<file path="src/rtl/mmc_cmd_defs.sv">
// Shared definitions for the SPI-mode MMC/SD command issuer: FSM states,
// response-type codes and error codes.
package mmc_cmd_defs;

  typedef enum logic [3:0] {
    ST_IDLE,
    ST_CMD,
    ST_RESP_REQ,
    ST_RESP_GET,
    ST_EXT_REQ,
    ST_EXT_GET,
    ST_BSY_REQ,
    ST_BSY_GET,
    ST_END
  } cmdState_t;

  localparam logic [1:0] RESP_R1   = 2'd0;
  localparam logic [1:0] RESP_R1B  = 2'd1;
  localparam logic [1:0] RESP_R3R7 = 2'd2;

  localparam logic [1:0] ERR_NONE         = 2'b00;
  localparam logic [1:0] ERR_R1_TIMEOUT   = 2'b01;
  localparam logic [1:0] ERR_BUSY_TIMEOUT = 2'b10;

  localparam logic [7:0] IDLE_BYTE  = 8'hFF;
  localparam logic [2:0] FRAME_LEN  = 3'd6;

endpackage

</file>
<file path="src/rtl/mmc_crc7_byte.sv">
// Byte-wide CRC7 (x^7 + x^3 + 1, init 0) accumulator for the command frame.
module mmc_crc7_byte (
  input  logic       iCLOCK,
  input  logic       iRESET,
  input  logic       iCLEAR,
  input  logic       iUPDATE,
  input  logic [7:0] iDATA,
  output logic [6:0] oCRC
);

  logic [6:0] crcReg;
  logic [6:0] crcNext;

  function automatic logic [6:0] nextCrc(input logic [6:0] crc, input logic [7:0] data);
    logic [6:0] c;
    logic       fb;
    c = crc;
    for (int i = 7; i >= 0; i--) begin
      fb = c[6] ^ data[i];
      c  = {c[5:0], 1'b0};
      if (fb) c = c ^ 7'h09;
    end
    return c;
  endfunction

  always_comb crcNext = nextCrc(crcReg, iDATA);

  always_ff @(posedge iCLOCK or posedge iRESET) begin
    if (iRESET)       crcReg <= '0;
    else if (iCLEAR)  crcReg <= '0;
    else if (iUPDATE) crcReg <= crcNext;
  end

  assign oCRC = crcReg;

endmodule

</file>
<file path="src/rtl/mmc_cmd_control_layer_generic.sv">
// Generic SPI-mode MMC/SD command issuer: frames CMD+arg+CRC7, polls R1,
// then optionally collects a 4-byte R3/R7 payload or waits out R1b busy.
//
// state    | meaning
// IDLE     | waiting for start, CS high
// CMD      | sending the 6-byte command frame
// RESP_REQ | requesting an R1 poll byte
// RESP_GET | waiting for the R1 poll byte
// EXT_REQ  | requesting an R3/R7 payload byte
// EXT_GET  | waiting for the payload byte
// BSY_REQ  | requesting an R1b busy poll byte
// BSY_GET  | waiting for the busy poll byte
// END      | one-cycle completion pulse, CS high
module mmc_cmd_control_layer_generic
  import mmc_cmd_defs::*;
#(
  parameter int unsigned P_RESP_TIMEOUT = 8,
  parameter int unsigned P_BUSY_TIMEOUT = 16'hFFFF,
  parameter int unsigned P_CRC_EN       = 1
) (
  input  logic        iCLOCK,
  input  logic        iRESET,
  input  logic        iRESET_SYNC,
  input  logic        iCMD_START,
  input  logic [5:0]  iCMD_INDEX,
  input  logic [31:0] iCMD_ARG,
  input  logic [1:0]  iCMD_RESP_TYPE,
  output logic        oCMD_BUSY,
  output logic        oCMD_END,
  output logic [1:0]  oCMD_ERROR,
  output logic [7:0]  oCMD_R1,
  output logic [31:0] oCMD_RESP_DATA,
  output logic        oMMC_REQ,
  input  logic        iMMC_BUSY,
  output logic        oMMC_CS,
  output logic [7:0]  oMMC_DATA,
  input  logic        iMMC_VALID,
  input  logic [7:0]  iMMC_DATA
);

  localparam logic [7:0]  RESP_TO = 8'(P_RESP_TIMEOUT);
  localparam logic [15:0] BUSY_TO = 16'(P_BUSY_TIMEOUT);

  cmdState_t   state, stateNext;
  logic [5:0]  cmdIndex;
  logic [31:0] cmdArg;
  logic [1:0]  respType;
  logic [2:0]  byteCnt;
  logic [7:0]  pollCnt;
  logic [15:0] busyCnt;
  logic [1:0]  extCnt;
  logic [1:0]  errorReg;
  logic [7:0]  r1Reg;
  logic [31:0] respData;
  logic [6:0]  crc;
  logic [7:0]  frameByte;
  logic        startNow;

  assign startNow = (state == ST_IDLE) && iCMD_START;

  mmc_crc7_byte uCrc (
    .iCLOCK (iCLOCK),
    .iRESET (iRESET),
    .iCLEAR (iRESET_SYNC || startNow),
    .iUPDATE(state == ST_CMD && oMMC_REQ && byteCnt < 3'd5),
    .iDATA  (frameByte),
    .oCRC   (crc)
  );

  always_comb begin
    frameByte = IDLE_BYTE;
    case (byteCnt)
      3'd0: frameByte = {2'b01, cmdIndex};
      3'd1: frameByte = cmdArg[31:24];
      3'd2: frameByte = cmdArg[23:16];
      3'd3: frameByte = cmdArg[15:8];
      3'd4: frameByte = cmdArg[7:0];
      3'd5: frameByte = (P_CRC_EN != 0) ? {crc, 1'b1} : IDLE_BYTE;
      default: frameByte = IDLE_BYTE;
    endcase
  end

  always_comb begin
    stateNext = state;
    oMMC_REQ  = 1'b0;
    case (state)
      ST_IDLE:     if (iCMD_START) stateNext = ST_CMD;
      ST_CMD:      if (byteCnt == FRAME_LEN) stateNext = ST_RESP_REQ;
                   else oMMC_REQ = !iMMC_BUSY;
      ST_RESP_REQ: begin
        oMMC_REQ = !iMMC_BUSY;
        if (!iMMC_BUSY) stateNext = ST_RESP_GET;
      end
      ST_RESP_GET: if (iMMC_VALID) begin
        if (!iMMC_DATA[7]) begin
          if (respType == RESP_R3R7)     stateNext = ST_EXT_REQ;
          else if (respType == RESP_R1B) stateNext = ST_BSY_REQ;
          else                           stateNext = ST_END;
        end else begin
          stateNext = (pollCnt == RESP_TO) ? ST_END : ST_RESP_REQ;
        end
      end
      ST_EXT_REQ: begin
        oMMC_REQ = !iMMC_BUSY;
        if (!iMMC_BUSY) stateNext = ST_EXT_GET;
      end
      ST_EXT_GET:  if (iMMC_VALID) stateNext = (extCnt == 2'd3) ? ST_END : ST_EXT_REQ;
      ST_BSY_REQ: begin
        oMMC_REQ = !iMMC_BUSY;
        if (!iMMC_BUSY) stateNext = ST_BSY_GET;
      end
      ST_BSY_GET:  if (iMMC_VALID) begin
        if (iMMC_DATA == IDLE_BYTE || busyCnt == BUSY_TO) stateNext = ST_END;
        else                                              stateNext = ST_BSY_REQ;
      end
      ST_END:      stateNext = ST_IDLE;
      default:     stateNext = ST_IDLE;
    endcase
  end

  always_ff @(posedge iCLOCK or posedge iRESET) begin
    if (iRESET) begin
      state <= ST_IDLE;  cmdIndex <= '0;  cmdArg <= '0;   respType <= '0;
      byteCnt <= '0;     pollCnt <= '0;   busyCnt <= '0;  extCnt <= '0;
      errorReg <= ERR_NONE;  r1Reg <= IDLE_BYTE;  respData <= '0;
    end else if (iRESET_SYNC) begin
      state <= ST_IDLE;  cmdIndex <= '0;  cmdArg <= '0;   respType <= '0;
      byteCnt <= '0;     pollCnt <= '0;   busyCnt <= '0;  extCnt <= '0;
      errorReg <= ERR_NONE;  r1Reg <= IDLE_BYTE;  respData <= '0;
    end else begin
      state <= stateNext;
      case (state)
        ST_IDLE: if (iCMD_START) begin
          cmdIndex <= iCMD_INDEX;  cmdArg <= iCMD_ARG;  respType <= iCMD_RESP_TYPE;
          byteCnt <= '0;  pollCnt <= '0;  busyCnt <= '0;  extCnt <= '0;
          errorReg <= ERR_NONE;  r1Reg <= IDLE_BYTE;  respData <= '0;
        end
        ST_CMD:      if (oMMC_REQ) byteCnt <= byteCnt + 3'd1;
        ST_RESP_REQ: if (oMMC_REQ) pollCnt <= pollCnt + 8'd1;
        ST_RESP_GET: if (iMMC_VALID) begin
          if (!iMMC_DATA[7])           r1Reg    <= iMMC_DATA;
          else if (pollCnt == RESP_TO) errorReg <= ERR_R1_TIMEOUT;
        end
        ST_EXT_GET:  if (iMMC_VALID) begin
          respData <= {respData[23:0], iMMC_DATA};
          extCnt   <= extCnt + 2'd1;
        end
        ST_BSY_REQ:  if (oMMC_REQ) busyCnt <= busyCnt + 16'd1;
        ST_BSY_GET:  if (iMMC_VALID && iMMC_DATA != IDLE_BYTE && busyCnt == BUSY_TO)
                       errorReg <= ERR_BUSY_TIMEOUT;
        default: ;
      endcase
    end
  end

  assign oCMD_BUSY      = (state != ST_IDLE);
  assign oCMD_END       = (state == ST_END);
  assign oCMD_ERROR     = errorReg;
  assign oCMD_R1        = r1Reg;
  assign oCMD_RESP_DATA = respData;
  assign oMMC_CS        = (state == ST_IDLE) || (state == ST_END);
  assign oMMC_DATA      = (state == ST_CMD) ? frameByte : IDLE_BYTE;

endmodule

</file>
<file path="config.mk">
export PLATFORM = sky130hd
export DESIGN_NAME = mmc_cmd_control_layer_generic
export DESIGN_NICKNAME = d
export VERILOG_FILES = /design/src/rtl/mmc_cmd_defs.sv /design/src/rtl/mmc_crc7_byte.sv /design/src/rtl/mmc_cmd_control_layer_generic.sv
export SDC_FILE = /design/constraint.sdc
export NUM_CORES = 1
export LEC_CHECK = 0
export CAP_MARGIN = 15
export CORE_ASPECT_RATIO = 1.25
export CORE_MARGIN = 5
export CORE_UTILIZATION = 40
export CTS_CLUSTER_SIZE = 14
export DETAILED_ROUTE_END_ITERATION = 12
export PLACE_DENSITY = 0.67
export SLEW_MARGIN = 5
export SYNTH_ARGS = -nofsm -noshare
export SYNTH_HDL_FRONTEND = slang
export SYNTH_SLANG_ARGS = --single-unit
</file>
<file path="constraint.sdc">
create_clock -name iCLOCK -period 4.5 [get_ports iCLOCK]
set_input_delay 0.9 -clock iCLOCK [delete_from_list [all_inputs] [get_ports iCLOCK]]
set_output_delay 0.9 -clock iCLOCK [all_outputs]
set_load 0.01 [all_outputs]
</file>
==> results of run 1 <==
routing by layer:
| layer | wire (um) | GRT usage | vias up |
|---|---|---|---|
| li1 | - | - | 2620 |
| met1 | 7170 | 0.239 | 2599 |
| met5 | 0 | 0 | - |
| met4 | 712 | 0.103 | 0 |
| met2 | 8380 | 0.330 | 197 |
| met3 | 929 | 0.0440 | 42 |
kinds of logic (layout without fill, tap and decap cells):
family	Yosys count	in the layout	share of synthesized area
DFF	122	122	0.484
buffers and inverters	62	169	0.0429
AOI/OAI and AO/OA	171	171	0.179
xor gates and xnor gates	25	25	0.0368
and+or+nand+nor	275	275	0.208
muxes	18	18	0.0295
adders and majority gates	10	10	0.0198
cell usage in the layout, fill, tap and decap left out, types with 5 or more instances in the layout:
master             n
dfrtp_1          114
nand2_1          111
clkdlybuf4s50_1  107
nor2_1            63
o21ai_0           59
a22o_1            34
a21oi_1           25
nand3_1           20
inv_1             17
xor2_1            17
clkbuf_16         17
mux2i_1           13
buf_4             13
nor3_1            11
ha_1              10
nand4_1            8
o22ai_1            8
dfstp_2            8
nor4_1             7
nand2b_1           7
xnor2_1            7
and3_1             7
and2_1             6
a31oi_1            5
mux2_2             5
layout make-up:
| cell class | count | area [sq um] | share of cell area |
|---|---|---|---|
| flip-flops and latches | 122 | 3060 | 0.375 |
| multi-input cells | 499 | 3000 | 0.367 |
| repair buffers | 120 | 1170 | 0.143 |
| clock buffers | 19 | 443 | 0.0542 |
| well taps | 212 | 265 | 0.0324 |
| clock inverters | 12 | 163 | 0.0199 |
| inverters | 18 | 70.1 | 0.00857 |
final timing paths:
path / from / endpoint / slack [ns] / cells after the start
max in group asynchronous: iRESET / cmdArg[19]$_DFFE_PP0P_ / 2.69 / 3
min in group asynchronous: iRESET / busyCnt[3]$_DFFE_PP0P_ / 0.96 / 2
min: cmdIndex[5]$_DFFE_PP0P_ / cmdIndex[5]$_DFFE_PP0P_ / 0.48 / 2
max reg2reg: byteCnt[0]$_DFFE_PP0P_ / uCrc.oCRC[3]$_DFFE_PP0P_ / 1.58 / 8
min reg2reg: cmdIndex[5]$_DFFE_PP0P_ / cmdIndex[5]$_DFFE_PP0P_ / 0.48 / 2
max: byteCnt[0]$_DFFE_PP0P_ / oMMC_DATA[6] / 0.45 / 7
where the power goes:
group / switching [mW] / internal [mW]
logic: 0.875 / 0.613
registers: 0.138 / 1.25
clock network: 0.517 / 0.889
sequential cells by signal, indices dropped and copies added (netlist names):
name	count
busyCnt	16
byteCnt	3
cmdArg	32
cmdIndex	6
extCnt	2
oCMD_ERROR	2
oCMD_R1	8
oCMD_RESP_DATA	32
pollCnt	8
respType	2
state	4
uCrc.oCRC	7
cell usage after synthesis (2+ instances only):
cell type  instances  area [sq um]
nand4_1            8          50.1
o211ai_1           4          30.0
or3_1              4          25.0
dfstp_2            8           210
o21ai_0           59           295
clkbuf_1          27           101
or4_1              2          15.0
a22oi_1            4          30.0
inv_1             18          67.6
nor3b_1            3          22.5
nand3_1           20           100
xor2_1            17           149
mux2_2             5          56.3
a31oi_1            5          31.3
o21ai_1            2          10.0
nor3_1            11          55.1
buf_2             13          65.1
a2bb2oi_1          2          17.5
a211oi_2           2          25.0
o22ai_1            8          50.1
a22o_1            34           298
and3_1             7          43.8
nor4_1             7          43.8
ha_1              10           125
nor2_1            64           240
o31a_1             3          26.3
dfrtp_1          114          2850
and2_1             6          37.5
a21oi_1           25           125
and4_1             4          35.0
buf_6              3          33.8
or2_2              3          18.8
xnor2_1            7          61.3
nor2b_1            2          12.5
a211oi_1           4          30.0
a32oi_1            3          26.3
nand2_1          112           420
o31ai_1            4          30.0
nand2b_1           7          43.8
mux2i_1           13           130
metrics by stage:
| stage | hold WS, ns | util |
|---|---|---|
| after floorplan | 0.445 | - |
| after global placement | 0.463 | 0.486 |
| after detailed placement | 0.471 | 0.486 |
| after CTS | 0.485 | 0.525 |
| after global routing | 0.510 | 0.525 |
| final | 0.480 | 0.525 |
worst max-delay path: stages, from the launching register on:
cell	delay [ns]
dfrtp_1	0.43
ha_1	0.23
ha_1	0.33
or3_1	0.52
nor2_1	0.40
nor2_1	0.13
o211ai_1	0.12
clkdlybuf4s50_1	0.57
==> summary.md, run 1 <==
Total power per unit cell area: 523 nW/um^2. For this run, the leading register cell type out of synthesis is dfrtp_1. Number of storage elements in the synthesis netlist: 122. After detailed placement, the total cell area comes to 7570 sq um. The tools report the starting density of the core as 0.407. The clock-pin slew reported for the worst setup and hold paths after clock tree synthesis came out at 0.06 ns. The sequential fraction of the synthesis area is 0.484, and the final worst-path cycle share is 0.901. The run gives 0 as the number of hold-slack violations in the final timing report. Total wirelength of the detailed-routed design: 17.2 mm. Setup repair after global routing left no endpoint under its margin. The count of input and output buffers was 107; the power consumption was 4.28 mW.

In this run the worst hold path is classified as reg2reg. In this run the post-CTS setup repair buffer count came out at 0. The clock period could shrink to 4.05 ns.

The total routing usage reported by global routing was 0.198. The fraction of layout instances using a drive strength above 1 works out to 0.0924. The clock root buffer master was clkbuf_16.

In this run, placement finished with an instance count of 971. The worst-skew pair later-pin latency is 0.43 ns. For the DRC violation count after routing, the log shows 0.

For this block, the initial DRC count from the detailed router was 356. Each instance of the synthesized netlist takes up on average 9.27 sq um. The detailed router placed 5,458 vias in this run. The clock arrives with 0.0135 ns of skew.

The count of final setup violators came out at 0. OpenSTA, run right after detailed placement, puts the worst setup slack at 0.912 ns. The synthesized netlist occupies a cell area of 6330 sq um. The tools report the element type at the critical path end as an output port. Counting every sink on the clock net gives 122. The area overhead of the layout relative to synthesis is 29.2%, and the number of flops mapped to enable cells by yosys is 0.

Counting distinct cell types in the post-synthesis netlist gives 69. Counting every instance in the synthesized netlist gives 683. TritonCTS built the clock tree. The HPWL after detailed placement is 12.7 mm. The measured slew at the worst slew-check pin was 0.822 ns; the final weighted congestion in routability-driven placement was 0.857. The initial antenna violation count was 0. The logs give 0 ns for the sum of negative setup slack and 3.49 nW for the leakage power.

The placement row count is 51, and the antenna violation net count after detailed routing is 0. Area inside the core boundary: 15,600 sq um. The die covers 18,500 sq um. The number of nets in the final layout was 842. The H-tree was split into 4 levels. The first global-routing pass estimated 28.6 mm of wire. The width of the die was 123 um; the final standard cell area without fillers was 8180 sq um.

The proportion of register bits with asynchronous set or reset after synthesis was 1.00. After filler insertion, the fill cell instance count of the layout stands at 1,492. The via count of the first global-routing pass came out at 5,719.

At the worst endpoint, the arrival time is 3.15 ns. The max-slew violation count was 0. CTS buffer count: 17. Total inserted antenna cells: 0. The worst-path maximum fanout is 12, and the worst-case headroom to the max-slew limit is 0.447. The peak supply drop is 0.000362 V, and the final worst setup slack is 0.447 ns.

Yosys printed 0 warnings. After clock tree synthesis, the flow added hold-fix buffers numbering 0. The pre-antenna-repair detailed-routing pass consisted of 5 iterations. The endpoint required time on the critical path is 3.60 ns. The flow ran to the end, and the final reports show no timing, DRC or antenna violations. Count of placed standard cells in the final layout, fillers left out: 1,002. The total overflow left after global routing is 0. The achievable clock frequency was 247 MHz; the average detailed-routed wire length per instance was 17.2 um. The post-cts sizing count was 0; the mean number of vias per cell was 5.45. The height of the die was 151 um.

Type of origin of the critical path: a register. The buffer depth of the longest clock path is 2. Counting every net in the synthesized netlist gives 747. The top-level I/O count was 108; the pin count of the biggest net entering global routing was 62. The tool flagged a number of max-cap violations equal to 0.

The startpoint-to-endpoint class of the critical path was reg2out.
Note: power is estimated with default switching activity, not from simulation.
==> run 2: changes to the inputs <==
Settings changed: CORE_UTILIZATION 40 to 58, PLACE_DENSITY 0.67 to 0.9.
Clock period 4.5 ns to 5.1 ns, I/O delays scaled along.
==> run 2 against run 1 <==
  * Worst setup slack gained 0.27 ns
  * Total power shrank 15%
  * First-iteration DRC count grew 0.56%
  * Clock skew shrank 0.0061 ns
  * Cell count shrank 8.3%
  * Register-to-register slack gained 0.21 ns
  * Sequential share of layout area grew 0.78 points
  * Critical path depth grew 1
==> summary.md, run 2 (synthesis gave the netlist of run 1 again) <==
The run gives 0 (unchanged) as the total inserted antenna cells. The post-DP HPWL was 12.3 mm (was 12.7 mm); the initial antenna violation count was 0 (unchanged). The measured slew at the worst slew-check pin is 1.13 ns (was 0.822 ns), and the post-cts sizing count is 0 (unchanged).

The tools report the placement row count as 42 (was 51). The tools report the final weighted congestion in routability-driven placement as 0.902 (was 0.857). The starting DRC count in detailed routing is 358 (was 356), and the peak supply drop is 0.000365 V (was 0.000362 V). The total routing usage reported by global routing is 0.275 (was 0.198), and the count of final setup violators is 0 (unchanged). The class of the most critical hold timing path was reg2reg (unchanged). Full die area: 13,100 sq um (was 18,500 sq um). The endpoint required time on the critical path came out at 4.08 ns (was 3.60 ns). The worst-case headroom to the max-slew limit was 0.242 (was 0.447).

The run gives 7430 sq um (was 7570 sq um) as the post-place instance area. The CTS buffer count is 17 (unchanged). The type of origin of the critical path was a register (unchanged).

The startpoint-to-endpoint class of the critical path is reg2out (unchanged). Final worst-path cycle share: 0.859. Library cell contributing the largest single delay on the critical path: clkdlybuf4s50_1 (unchanged). The area overhead of the layout relative to synthesis works out to 26.5% (was 29.2%). The number of hold-slack violations in the final timing report is 0 (unchanged), and the number of levels in the clock H-tree is 4 (unchanged). Average detailed-routed wire length per instance: 18.8 um (was 17.2 um).

The starting density of the core came out at 0.593 (was 0.407). The number of filler instances in the final layout was 734 (was 1,492). The sum of negative setup slack is 0 ns (unchanged). For the total wirelength of the detailed-routed design, the log shows 17.3 mm (was 17.2 mm). The DRC violation count after routing was 0 (unchanged); the max-slew violation count was 0 (unchanged). The number of nets in the final layout came out at 838 (was 842). The post-route minimum period was 4.38 ns. The wire length of the first global-routing pass was 28.2 mm (was 28.6 mm); the total power per unit cell area was 454 nW/um^2 (was 523 nW/um^2).

The count of buffers added by post-CTS timing repair for setup was 0 (unchanged). Most common cell after layout, fill and taps aside: dfrtp_1 (unchanged). The most repeated library cell on the critical path was nor2_1. The clock-pin slew reported for the worst setup and hold paths after clock tree synthesis is 0.06 ns (about the same). The number of iterations in the first detailed-routing pass was 5 (unchanged).

For the antenna violation net count after detailed routing, the log shows 0 (unchanged). The run finished with clean final reports. The count of hold buffers inserted by post-cts repair is 0 (unchanged). The width of the die was 103 um (was 123 um); the buffer depth of the longest clock path was 2 (unchanged).

Crit-path cells: buf_4, inv_1, ha_1, or3_1, nor2_1, nor2_1, o211ai_1, clkdlybuf4s50_1 (was ha_1, ha_1, or3_1, nor2_1, nor2_1, o211ai_1, clkdlybuf4s50_1). For the worst path arrival time, the log shows 3.36 ns (was 3.15 ns). The element type at the critical path end was an output port (unchanged). Setup repair after global routing left no endpoint under its margin.

The total congestion overflow after global routing was 0 (unchanged). The worst-path maximum fanout was 26 (was 12). TritonCTS built the clock tree.

The logs give 108 (unchanged) for the top-level I/O count and 0.00746 ns (was 0.0135 ns) for the post-route clock skew. The fraction of layout instances using a drive strength above 1 works out to 0.0889 (was 0.0924). For the overall via count from detail_route, the log shows 5,568 (was 5,458). The final standard cell area without fillers came out at 8010 sq um (was 8180 sq um). The worst-skew pair later-pin latency came out at 0.42 ns (was 0.43 ns).

Most frequent cells in the layout: dfrtp_1, nand2_1, clkdlybuf4s50_1 (unchanged). The via count of the first global-routing pass was 5,656 (was 5,719). The logs give 0.484 ns (was 0.480 ns) for the worst slack on hold paths and 122 (unchanged) for the number of sinks on the clock net. The mean number of vias per cell was 6.06 (was 5.45). Based on the critical path, the design can be clocked at up to 228 MHz. The pin count of the biggest net entering global routing came out at 48 (was 62). The logs give 3.45 nW (was 3.49 nW) for the leakage power and 10,700 sq um (was 15,600 sq um) for the area inside the core boundary.

The largest stage delay on the critical path is 0.58 ns (was 0.57 ns). The clock root buffer master is clkbuf_16 (unchanged). Number of maximum-capacitance constraint violations: 0 (unchanged).

The count of input and output buffers is 107 (unchanged), and the height of the die is 127 um (was 151 um).
-- run 2: worst max-delay path, delay by kind of cell, from the launching register on --
kind,cells,cell delay [ns]
AND/OR/NAND/NOR,3,1.06
flip-flops,1,0.32
buffers and inverters,3,1.06
AO/OA/AOI/OAI,1,0.13
adder cells (fa/ha/maj),1,0.38
-- run 2: area by class of cell --
class | count | area, sq um | share of cell area
clock buffers | 20 | 457 | 0.0570
clock inverters | 12 | 91.3 | 0.0114
inverters | 18 | 70.1 | 0.00875
multi-input cells | 499 | 3000 | 0.375
flip-flops and latches | 122 | 3060 | 0.382
well taps | 132 | 165 | 0.0206
repair buffers | 116 | 1160 | 0.145
-- run 2: path summary, 6_finish.rpt --
path,startpoint,to,slack [ns],cells after the start
max in group asynchronous,iRESET,extCnt[0]$_DFFE_PP0P_,3.14,3
min in group asynchronous,iRESET,oCMD_RESP_DATA[0]$_DFFE_PP0P_,1.01,2
min,cmdArg[23]$_DFFE_PP0P_,cmdArg[23]$_DFFE_PP0P_,0.48,2
max reg2reg,state[0]$_DFFE_PP0P_,uCrc.oCRC[6]$_DFFE_PP0P_,1.79,6
min reg2reg,cmdArg[23]$_DFFE_PP0P_,cmdArg[23]$_DFFE_PP0P_,0.48,2
max,byteCnt[2]$_DFFE_PP0P_,oMMC_DATA[6],0.72,8
-- run 2: report_power, final --
| part | internal, mW | leakage (nW) | switching [mW] |
|---|---|---|---|
| Sequential | 1.10 | 1.63 | 0.141 |
| Clock | 0.651 | 0.268 | 0.457 |
| Combinational | 0.530 | 1.55 | 0.759 |
-- run 2: stage by stage --
stage	cells	worst slack [ns]	total power [mW]	util
after floorplan	683	0.851	2.11	-
after global placement	886	1.26	2.50	0.697
after detailed placement	886	1.23	2.52	0.697
after CTS	918	0.768	3.63	0.748
after global routing	919	0.551	3.84	0.751
final	919	0.721	3.64	0.751
-- run 2: per-layer routing --
metal  GRT usage  vias to the layer above  routed length (um)
li1            -                     2605                   -
met1       0.330                     2719                6720
met2       0.469                      199                9010
met3      0.0593                       45                1000
met4       0.120                        0                 552
met5           0                        -                   0
==> run 3: changes to the inputs <==
Settings changed: CORE_UTILIZATION 58 to 48, PLACE_DENSITY 0.9 to 0.8.
Clock period 5.1 ns to 3.61 ns, I/O delays scaled along.
==> run 3 against run 2 <==
  * Clock skew is 0.0013 ns higher
  * Utilization is 12 points lower
  * Worst setup slack worse by 0.67 ns
  * Via count is 0.74% lower
  * Sequential share of layout area is 1.2 points lower
  * Sequential cell count stayed put
  * Sequential power is 38% higher
  * Hold slack worse by 0.0042 ns
  * Clock power is 72% higher
  * Largest power group unchanged
==> summary.md, run 3 (synthesis gave the netlist of run 1 again) <==
The count of placed standard cells in the final layout, fillers left out is 969 (was 919). The logs give 0 (unchanged) for the number of maximum-capacitance constraint violations and 0 (unchanged) for the DRC violation count after routing. The pin count of the biggest net entering global routing was 75 (was 48); the area inside the core boundary was 13,100 sq um (was 10,700 sq um). For the worst slack at placement, the log shows 0.408 ns (was 1.23 ns). The total inserted antenna cells is 0 (unchanged), and the switching fraction of total power is 0.340 (was 0.373). The area overhead of the layout relative to synthesis was 30.7% (was 26.5%). The logs give 2 (unchanged) for the buffer depth of the longest clock path and 0 ns (unchanged) for the sum of negative setup slack. The largest stage delay on the critical path was 0.57 ns (was 0.58 ns); the via count of the first global-routing pass was 5,544 (was 5,656). The run gives 3.57 nW (was 3.45 nW) as the leakage power. The final design utilization is 0.631 (was 0.751), and the count of input and output buffers is 107 (unchanged).

The class of the most critical hold timing path was reg2reg (unchanged). The number of levels in the clock H-tree is 4 (unchanged), and the wire length of the first global-routing pass is 28.5 mm (was 28.2 mm). The logs give 5,527 (was 5,568) for the overall via count from detail_route and 0 (unchanged) for the total congestion overflow after global routing. The tools report the power consumption as 5.53 mW (was 3.64 mW). TritonCTS built the clock tree. The worst-skew pair later-pin latency was 0.42 ns (about the same). The number of buffer and inverter instances along the worst setup path is 1 (was 3), and the peak supply drop is 0.000491 V (was 0.000365 V). The mean number of vias per cell is 5.70 (was 6.06), and the measured slew at the worst slew-check pin is 1.09 ns (was 1.13 ns).

The run gives 0.229 (was 0.275) as the total routing usage reported by global routing. The number of iterations in the first detailed-routing pass came out at 5 (unchanged). The full die area was 15,600 sq um (was 13,100 sq um). The library cell contributing the largest single delay on the critical path is clkdlybuf4s50_1 (unchanged). The tools report the clock root buffer master as clkbuf_16 (unchanged). For the post-route clock skew, the log shows 0.00880 ns (was 0.00746 ns). The launch point of the worst path was byteCnt[0]$_DFFE_PP0P_ (was byteCnt[2]$_DFFE_PP0P_). Most common cell after layout, fill and taps aside: dfrtp_1 (unchanged). The average detailed-routed wire length per instance is 18.2 um (was 18.8 um). The worst path arrival time is 2.83 ns (was 3.36 ns). The final worst-path cycle share is 0.985, and the antenna violation net count after detailed routing is 0 (unchanged).

The tools report the worst-case headroom to the max-slew limit as 0.273 (was 0.242). The initial antenna violation count is 0 (unchanged), and the post-route minimum period is 3.55 ns. The beginning of the worst register-to-register path is byteCnt[0]$_DFFE_PP0P_ (was state[0]$_DFFE_PP0P_).

The count of buffers added by post-CTS timing repair for setup came out at 0 (unchanged). Setup repair after global routing could not meet its margin everywhere. The worst-path maximum fanout came out at 7 (was 26). Clock power share: 0.346 (was 0.304).

Type of origin of the critical path: a register (unchanged). The top-level I/O count was 108 (unchanged). The max-slew violation count is 0 (unchanged), and the total power per unit cell area is 668 nW/um^2 (was 454 nW/um^2). The run gives 47 (was 42) as the placement row count. The number of placed instances, taps included was 937 (was 886). The startpoint-to-endpoint class of the critical path is reg2out (unchanged).

The most repeated library cell on the critical path is ha_1 (was nor2_1). The origin of the worst min-delay path is cmdIndex[3]$_DFFE_PP0P_ (was cmdArg[23]$_DFFE_PP0P_). Crit-path cells: ha_1, ha_1, or3_1, nor2_2, nor2_1, o211ai_1, clkdlybuf4s50_1 (was buf_4, inv_1, ha_1, or3_1, nor2_1, nor2_1, o211ai_1, clkdlybuf4s50_1). The count of final setup violators was 0 (unchanged); the starting density of the core was 0.483 (was 0.593). Most frequent cells in the layout: dfrtp_1, nand2_1, clkdlybuf4s50_1 (unchanged).

For the number of nets in the final layout, the log shows 849 (was 838). The total net switching power is 1.88 mW (was 1.36 mW), and the fraction of layout instances using a drive strength above 1 is 0.105 (was 0.0889). The final worst setup slack was 0.0554 ns (was 0.721 ns); the number of hold-slack violations in the final timing report was 0 (unchanged). The clock-pin slew reported for the worst setup and hold paths after clock tree synthesis is 0.06 ns (about the same), and the endpoint required time on the critical path is 2.89 ns (was 4.08 ns). For the total wirelength of the detailed-routed design, the log shows 17.6 mm (was 17.3 mm). Gate family responsible for the most delay along the worst path: simple AND/OR/NAND/NOR gates (was buffers and inverters). The width of the die came out at 113 um (was 103 um). The height of the die was 138 um (was 127 um); the portion of total power attributed to combinational logic was 0.345 (was 0.354). The run gives 12.8 mm (was 12.3 mm) as the post-DP HPWL. The tools report the starting DRC count in detailed routing as 422 (was 358). The flow ran to the end, and the final reports show no timing, DRC or antenna violations. The count of hold buffers inserted by post-cts repair is 0 (unchanged).

The number of sinks on the clock net was 122 (unchanged); the achievable clock frequency was 281 MHz. The element type at the critical path end is an output port (unchanged). The share of total power in sequential cells was 0.309 (was 0.342). The logs give 17 (unchanged) for the CTS buffer count and 0.930 (was 0.902) for the final weighted congestion in routability-driven placement. Cell internal power dissipation: 3.64 mW (was 2.28 mW).
## run 3: cell types whose count changed in the layout (fill, tap and decap cells not counted), moves of 2 or more
| cell | previous run | this run |
|---|---|---|
| buf_4 | 8 | 18 |
| bufinv_16 | 0 | 5 |
| inv_6 | 4 | 0 |
| buf_12 | 0 | 2 |
| clkbuf_8 | 2 | 4 |
## run 3: power groups by stage
stage | combinational, mW | sequential (mW) | clock (mW)
floorplan | 1.30 | 1.68 | 0
CTS | 1.90 | 1.71 | 1.93
global route | 2.08 | 1.73 | 2.00
finish | 1.91 | 1.71 | 1.91
detailed placement | 1.88 | 1.72 | 0
global placement | 1.85 | 1.72 | 0
## run 3: area by class of cell
cell class / count / area [sq um]
inverters: 18 / 71.3
well taps: 171 / 214
repair buffers: 127 / 1250
flip-flops and latches: 122 / 3060
fillers: 1082 / 4840
clock inverters: 11 / 190
multi-input cells: 499 / 3010
clock buffers: 21 / 480
## run 3: final timing paths
path / to / slack [ns] / cells past startpoint
max reg2reg: uCrc.oCRC[6]$_DFFE_PP0P_ / 0.79 / 8
max in group asynchronous: oCMD_R1[6]$_DFFE_PP1P_ / 2.17 / 3
min in group asynchronous: oCMD_RESP_DATA[26]$_DFFE_PP0P_ / 0.68 / 2
max: oMMC_DATA[6] / 0.06 / 7
min reg2reg: cmdIndex[3]$_DFFE_PP0P_ / 0.48 / 2
min: cmdIndex[3]$_DFFE_PP0P_ / 0.48 / 2
## run 3: what timing repair did
action                                 CTS  global route
setup endpoints to repair                2             4
gates resized for setup                  1             1
endpoints found under the hold margin    0             0
## run 3: per-layer routing
layer / up-vias / global-route usage / share of wire
met4: 0 / 0.0766 / 0.024
met2: 153 / 0.408 / 0.54
met5: - / 0 / 0
met3: 33 / 0.0590 / 0.047
li1: 2619 / - / -
met1: 2722 / 0.265 / 0.39
## run 3: per-stage QoR
step                area [sq um]  hold slack [ns]
finish                      8270            0.480
global route                8270            0.500
CTS                         8270            0.483
detailed placement          7600            0.471
global placement            7600            0.468
floorplan                   6330            0.445
## run 3: worst min-delay path: stages (launching register included)
cell     delay (ns)
dfrtp_1        0.34
nand2_1        0.05
o21ai_0        0.06
